`config.mk`:
```
export PLATFORM = sky130hd
export DESIGN_NAME = cluster_input_assembler
export DESIGN_NICKNAME = d
export VERILOG_FILES = /design/src/rtl/cluster_input_assembler.sv
export SDC_FILE = /design/constraint.sdc
export NUM_CORES = 2
export LEC_CHECK = 0
export BUFFER_PORTS_ARGS = -buffer_cell sky130_fd_sc_hd__buf_2
export CAP_MARGIN = 20
export CORE_AREA = 2 2 763 765
export DETAILED_ROUTE_END_ITERATION = 10
export DIE_AREA = 0 0 765 767
export PLACE_DENSITY = 0.45
export REMOVE_ABC_BUFFERS = 1
export SKIP_LAST_GASP = 1
export SYNTH_ARGS = -nofsm -noshare
export SYNTH_HDL_FRONTEND = slang
export SYNTH_SLANG_ARGS = --single-unit
```
`constraint.sdc`:
```
create_clock -name clk -period 3.6 [get_ports clk]
set_clock_uncertainty 0.1 [all_clocks]
set_input_delay 0.72 -clock clk [delete_from_list [all_inputs] [get_ports clk]]
set_output_delay 0.72 -clock clk [all_outputs]
set_load 0.02 [all_outputs]
```
`src/rtl/cluster_input_assembler.sv`:
```
// Collects a frame of IN_W-bit words into one VEC_W-bit vector for the output-bit cluster.
// Framing errors resync on in_last. A completed frame waits in HOLD while the output slot is busy.
module cluster_input_assembler #(
  parameter int IN_W  = 32,
  parameter int VEC_W = 1894
) (
  input  logic             clk,
  input  logic             rst_n,
  input  logic [IN_W-1:0]  in_data,
  input  logic             in_valid,
  input  logic             in_last,
  output logic             in_ready,
  output logic [VEC_W-1:0] i_vec,
  output logic             out_valid,
  input  logic             out_ready,
  output logic             frame_err,
  output logic [15:0]      frame_cnt
);

  localparam int NWORDS = (VEC_W + IN_W - 1) / IN_W;
  localparam int LAST_W = VEC_W - (NWORDS - 1) * IN_W;
  localparam int CNT_W  = (NWORDS > 1) ? $clog2(NWORDS) : 1;
  localparam logic [CNT_W-1:0] LAST_IDX = CNT_W'(NWORDS - 1);

  localparam logic [1:0] ST_ASM  = 2'd0;
  localparam logic [1:0] ST_HOLD = 2'd1;
  localparam logic [1:0] ST_DROP = 2'd2;

  logic [1:0]       state_reg, state_next;
  logic [CNT_W-1:0] wcnt_reg, wcnt_next;
  logic [VEC_W-1:0] i_vec_reg;
  logic             out_valid_reg;
  logic             frame_err_reg, err_next;
  logic [15:0]      frame_cnt_reg;
  logic             load_new, load_held;

  logic             accept, at_last, slot_free, word_we;
  logic [VEC_W-1:0] asm_vec;
  logic [VEC_W-1:0] frame_vec;

  assign in_ready  = (state_reg != ST_HOLD);
  assign accept    = in_valid && in_ready;
  assign at_last   = (wcnt_reg == LAST_IDX);
  assign slot_free = !out_valid_reg || out_ready;
  assign word_we   = accept && (state_reg == ST_ASM);

  // One register per word slot; the last slot keeps only its valid low bits.
  genvar gi;
  generate
    for (gi = 0; gi < NWORDS; gi++) begin : g_word
      localparam int W = (gi == NWORDS - 1) ? LAST_W : IN_W;
      logic [W-1:0] word_reg;
      always_ff @(posedge clk) begin
        if (word_we && (wcnt_reg == CNT_W'(gi)))
          word_reg <= in_data[W-1:0];
      end
      assign asm_vec[gi*IN_W +: W] = word_reg;
    end
  endgenerate

  // The final word is still on in_data when the frame completes, so bypass its slot.
  assign frame_vec = {in_data[LAST_W-1:0], asm_vec[VEC_W-LAST_W-1:0]};

  always_comb begin
    state_next = state_reg;
    wcnt_next  = wcnt_reg;
    err_next   = 1'b0;
    load_new   = 1'b0;
    load_held  = 1'b0;
    case (state_reg)
      ST_ASM: begin
        if (accept) begin
          if (in_last) begin
            wcnt_next = '0;
            if (at_last) begin
              if (slot_free) load_new   = 1'b1;
              else           state_next = ST_HOLD;
            end else begin
              err_next = 1'b1;
            end
          end else if (at_last) begin
            err_next   = 1'b1;
            wcnt_next  = '0;
            state_next = ST_DROP;
          end else begin
            wcnt_next = wcnt_reg + CNT_W'(1);
          end
        end
      end
      ST_HOLD: begin
        if (out_ready) begin
          load_held  = 1'b1;
          state_next = ST_ASM;
        end
      end
      ST_DROP: begin
        if (accept && in_last) begin
          state_next = ST_ASM;
          wcnt_next  = '0;
        end
      end
      default: begin
        state_next = ST_ASM;
        wcnt_next  = '0;
      end
    endcase
  end

  always_ff @(posedge clk) begin
    if (!rst_n) begin
      state_reg     <= ST_ASM;
      wcnt_reg      <= '0;
      i_vec_reg     <= '0;
      out_valid_reg <= 1'b0;
      frame_err_reg <= 1'b0;
      frame_cnt_reg <= 16'd0;
    end else begin
      state_reg     <= state_next;
      wcnt_reg      <= wcnt_next;
      frame_err_reg <= err_next;
      if (load_new) begin
        i_vec_reg     <= frame_vec;
        out_valid_reg <= 1'b1;
        frame_cnt_reg <= frame_cnt_reg + 16'd1;
      end else if (load_held) begin
        i_vec_reg     <= asm_vec;
        out_valid_reg <= 1'b1;
        frame_cnt_reg <= frame_cnt_reg + 16'd1;
      end else if (out_ready) begin
        out_valid_reg <= 1'b0;
      end
    end
  end

  assign i_vec     = i_vec_reg;
  assign out_valid = out_valid_reg;
  assign frame_err = frame_err_reg;
  assign frame_cnt = frame_cnt_reg;

endmodule

```
==> impl_results.html <==
<table>
<tr><th>Metric</th><th>Value</th></tr>
<tr><th colspan="2">Floorplanning</th></tr>
<tr><td>I/O Pins</td><td>~2000</td></tr>
<tr><td>Row Count</td><td>280</td></tr>
<tr><td>Effective utilization at floorplan</td><td>0.213</td></tr>
<tr><td>Floorplan die width</td><td>765 um</td></tr>
<tr><td>Area inside the core boundary</td><td>~580000 sq um</td></tr>
<tr><td>Die outline area</td><td>587000 sq um</td></tr>
<tr><td>Die height</td><td>about 770 um</td></tr>
<tr><th colspan="2">Timing</th></tr>
<tr><td>Number of endpoints with negative hold slack in the final report</td><td>0</td></tr>
<tr><td>WHS</td><td>about 110 ps</td></tr>
<tr><td>Setup_tns</td><td>0 ps</td></tr>
<tr><td>Fmax</td><td>just over 300 MHz</td></tr>
<tr><td>Max-slew violation count</td><td>0</td></tr>
<tr><td>Crit path time final</td><td>3210 ps</td></tr>
<tr><td>Final setup violating endpoints</td><td>0</td></tr>
<tr><td>Worst max-slew margin expressed relative to the limit</td><td>0.299</td></tr>
<tr><td>RSZ-0062 raised after global routing</td><td>no</td></tr>
<tr><td>Worst-Margin Slew</td><td>approximately 1100 ps</td></tr>
<tr><td>Portion of the clock cycle consumed by the worst path in the final layout</td><td>0.893</td></tr>
<tr><th colspan="2">Synth</th></tr>
<tr><td>Cell taking the most area after synthesis</td><td>edfxtp_1</td></tr>
<tr><td>Sequential cell area fraction in the yosys report</td><td>0.774</td></tr>
<tr><td>Flip-flop and latch count after synthesis</td><td>approximately 3800</td></tr>
<tr><td>Main flop type after synthesis</td><td>dfxtp_1</td></tr>
<tr><td>Proportion of netlist area held by the largest area contributor</td><td>0.462</td></tr>
<tr><td>Top cell types by occurrence after synthesis</td><td>nand2_1, dfxtp_1, a21oi_1</td></tr>
<tr><td>Most numerous cell in the Yosys netlist</td><td>nand2_1</td></tr>
<tr><td>Share of synthesized registers carrying an async set or reset</td><td>0</td></tr>
<tr><td>Synth Area per Inst</td><td>11.9 sq um</td></tr>
<tr><td>Biggest area contributors in the synthesized netlist</td><td>edfxtp_1, dfxtp_1, nand2_1</td></tr>
<tr><td>Number of distinct library cells after synthesis</td><td>39</td></tr>
<tr><td>Post-Syn Instances</td><td>roughly 10000</td></tr>
<tr><td>Number of flops mapped to enable cells by yosys</td><td>approximately 1900</td></tr>
<tr><td>Post-Syn Area</td><td>about 120000 sq um</td></tr>
<tr><td>Yosys warnings</td><td>0</td></tr>
<tr><th colspan="2">Routing</th></tr>
<tr><td>Final antenna-violating net count</td><td>0</td></tr>
<tr><td>Routed vias</td><td>just under 90000</td></tr>
<tr><td>Uppermost layer routed</td><td>met5</td></tr>
<tr><td>Residual DRC</td><td>0</td></tr>
<tr><td>Met1 wire length</td><td>223000 um</td></tr>
<tr><td>Routed Wire Length</td><td>between 500000 and 600000 um</td></tr>
<tr><td>Drt pass-1 iters</td><td>5</td></tr>
<tr><td>Wire length on met3</td><td>39300 um</td></tr>
<tr><td>First DRT Iteration DRCs</td><td>~7900</td></tr>
<tr><td>Post-detailed-route wirelength per cell</td><td>approximately 25 um</td></tr>
<tr><td>Vias per Instance</td><td>between 4 and 5</td></tr>
<tr><td>Amount of wire on met2 after detailed routing</td><td>approximately 240000 um</td></tr>
<tr><th colspan="2">Setup path</th></tr>
<tr><td>Worst-path cell with the longest stage delay</td><td>dfxtp_1</td></tr>
<tr><td>Peak per-stage delay on the critical path</td><td>between 400 and 500 ps</td></tr>
<tr><td>FF-to-FF path depth</td><td>8</td></tr>
<tr><td>Crit path capture type</td><td>primary output</td></tr>
<tr><td>Buf/Inv on CP</td><td>3</td></tr>
<tr><td>Critical path data required time</td><td>about 2800 ps</td></tr>
<tr><td>Type of element launching the critical path</td><td>register</td></tr>
<tr><td>Total number of cells along the worst setup path</td><td>4</td></tr>
<tr><td>Kind of critical path</td><td>reg2out</td></tr>
<tr><td>CP cell instances</td><td>nor2b_4, buf_4, inv_1, buf_2</td></tr>
<tr><td>Largest delay share family, worst path</td><td>buffers and inverters</td></tr>
<tr><td>Highest fanout seen on the critical path</td><td>8</td></tr>
<tr><td>Signal arrival time at the worst endpoint</td><td>between 2000 and 2500 ps</td></tr>
<tr><th colspan="2">GRT</th></tr>
<tr><td>Remaining global-route overflow</td><td>0</td></tr>
<tr><td>Number of antenna violations at the first check in global routing</td><td>71</td></tr>
<tr><td>Via count of the first global-routing pass</td><td>between 80000 and 90000</td></tr>
<tr><td>Pin count of the biggest net entering global routing</td><td>approximately 110</td></tr>
<tr><td>Global router's overall resource usage</td><td>0.168</td></tr>
<tr><td>First-pass GRT wire length</td><td>691000 um</td></tr>
<tr><th colspan="2">Clocking</th></tr>
<tr><td>TritonCTS Sinks</td><td>3814</td></tr>
<tr><td>CTS tree</td><td>built</td></tr>
<tr><td>Clk_lat worst skew</td><td>between 900 and 1000 ps</td></tr>
<tr><td>Number of H-tree branching levels</td><td>5</td></tr>
<tr><td>Clock input transition at the sequential cells of the worst setup and hold paths</td><td>approximately 60 ps</td></tr>
<tr><td>Buffer count from post-CTS setup fixing</td><td>0</td></tr>
<tr><td>Number of buffers created by CTS</td><td>between 400 and 500</td></tr>
<tr><td>Clock root buffer master</td><td>clkbuf_16</td></tr>
<tr><td>Clock Path Buffers</td><td>4</td></tr>
<tr><th colspan="2">Worst hold path</th></tr>
<tr><td>Hold Path Stages</td><td>1</td></tr>
<tr><td>Class of the worst hold path</td><td>in2reg</td></tr>
<tr><th colspan="2">Power</th></tr>
<tr><td>Total Power</td><td>approximately 90 mW</td></tr>
<tr><td>Peak supply drop</td><td>0.419 mV</td></tr>
<tr><td>Total power per unit cell area</td><td>564 nW/um^2</td></tr>
<tr><td>Leakage power</td><td>56.5 nW</td></tr>
<tr><th colspan="2">Placed design</th></tr>
<tr><td>Placed wire-length estimate after detailed placement</td><td>roughly 340000 um</td></tr>
<tr><td>Buffers added on ports</td><td>~1900</td></tr>
<tr><td>RePlAce Congestion</td><td>between 0.7 and 0.8</td></tr>
<tr><td>Placed Cells</td><td>19800</td></tr>
<tr><th colspan="2">Final layout</th></tr>
<tr><td>FF/Latch Area</td><td>around 95000 sq um</td></tr>
<tr><td>Area growth from synthesis to layout</td><td>29.1%</td></tr>
<tr><td>Area occupied by multi-input gates</td><td>roughly 25000 sq um</td></tr>
<tr><td>Fraction of layout cells with a size suffix above 1</td><td>0.235</td></tr>
<tr><td>Net count reported at finish</td><td>around 13000</td></tr>
<tr><td>Number of standard cells in the final layout excluding fillers</td><td>between 20000 and 25000</td></tr>
<tr><td>Filler Cell Count</td><td>roughly 61000</td></tr>
<tr><th colspan="2">Flow run</th></tr>
<tr><td>Max-cap violations</td><td>0</td></tr>
<tr><th colspan="2">Status</th></tr>
<tr><td>Run status</td><td>completed</td></tr>
</table>
==> cells by family (layout without fill, tap and decap cells) <==
family	Yosys count	count (layout)	synth area share
AO/OA/AOI/OAI	1931	1931	0.0789
XOR/XNOR	7	7	0.000498
adder cells (fa/ha/maj)	5	5	0.000508
buffers and inverters	655	3117	0.0241
flip-flops	3814	3814	0.774
multiplexers	1	1	0.0000813
other	0	36	0
AND/OR/NAND/NOR	3946	3946	0.122
==> path summary, 6_finish.rpt <==
| path | start | to | slack [ps] |
|---|---|---|---|
| setup reg to reg | state_reg[1] | i_vec[582] | 790 |
| setup / recovery | state_reg[0] | in_ready | 390 |
| hold reg to reg | i_vec[812] | i_vec[812] | 340 |
| hold / removal | in_data[23] | g_word[30].word_reg[23] | 110 |
==> through the flow <==
stage | setup slack [ps] | area (sq um) | utilization
2_1_floorplan | -62030 | 120000 | -
3_3_place_gp | 423 | 145000 | 0.251
3_5_place_dp | 408 | 145000 | 0.251
4_1_cts | 44.9 | 159000 | 0.274
5_1_grt | 93.4 | 159000 | 0.274
6_report | 386 | 159000 | 0.274
==> worst register-to-register path: cells and delay by family, from the launching register on <==
| kind | cells | cell delay [ps] |
|---|---|---|
| AO/OA/AOI/OAI | 2 | 400 |
| buffers and inverters | 3 | 1090 |
| flip-flops | 1 | 390 |
| AND/OR/NAND/NOR | 3 | 760 |
==> cell usage in the layout (no fill, tap or decap), types with 30 or more instances in the layout <==
| cell | n |
|---|---|
| diode_2 | 36 |
| edfxtp_1 | 1894 |
| clkbuf_8 | 70 |
| nor2_4 | 59 |
| dfxtp_1 | 1920 |
| clkbuf_16 | 409 |
| buf_6 | 30 |
| clkbuf_1 | 127 |
| a21oi_1 | 1906 |
| buf_12 | 168 |
| clkinv_2 | 63 |
| buf_4 | 218 |
| buf_2 | 1917 |
| nand2_1 | 3802 |
| clkinv_1 | 37 |
==> routing by layer <==
layer	GRT usage	vias up
li1	-	39300
met1	0.223	43200
met2	0.268	3365
met3	0.0369	683
met4	0.0594	2
met5	0	-
==> power by group <==
part / leakage (nW) / total [mW] / internal (mW) / switching [mW]
Combinational: 17.5 / 1.97 / 0.311 / 1.66
Clock: 6.54 / 42.2 / 23.9 / 18.3
Sequential: 32.5 / 45.6 / 45.6 / 0.0145
Total: 56.5 / 89.7 / 69.7 / 20.0
==> area by class of cell <==
cell class,count,share of cell area
flip-flops and latches,3814,0.600
multi-input cells,5890,0.159
repair buffers,2348,0.0949
clock buffers,606,0.0735
well taps,7755,0.0610
clock inverters,158,0.0109
diodes,36,0.000567
inverters,5,0.000165
==> timing repair <==
| item | 4_1_cts | 5_1_grt |
|---|---|---|
| hold buffers | 15 | 0 |
| endpoints found under the setup margin | 1 | 0 |
| resized for setup | 1 | 0 |
| endpoints found under the hold margin | 47 | 0 |
(Power assumes the default switching activity.)
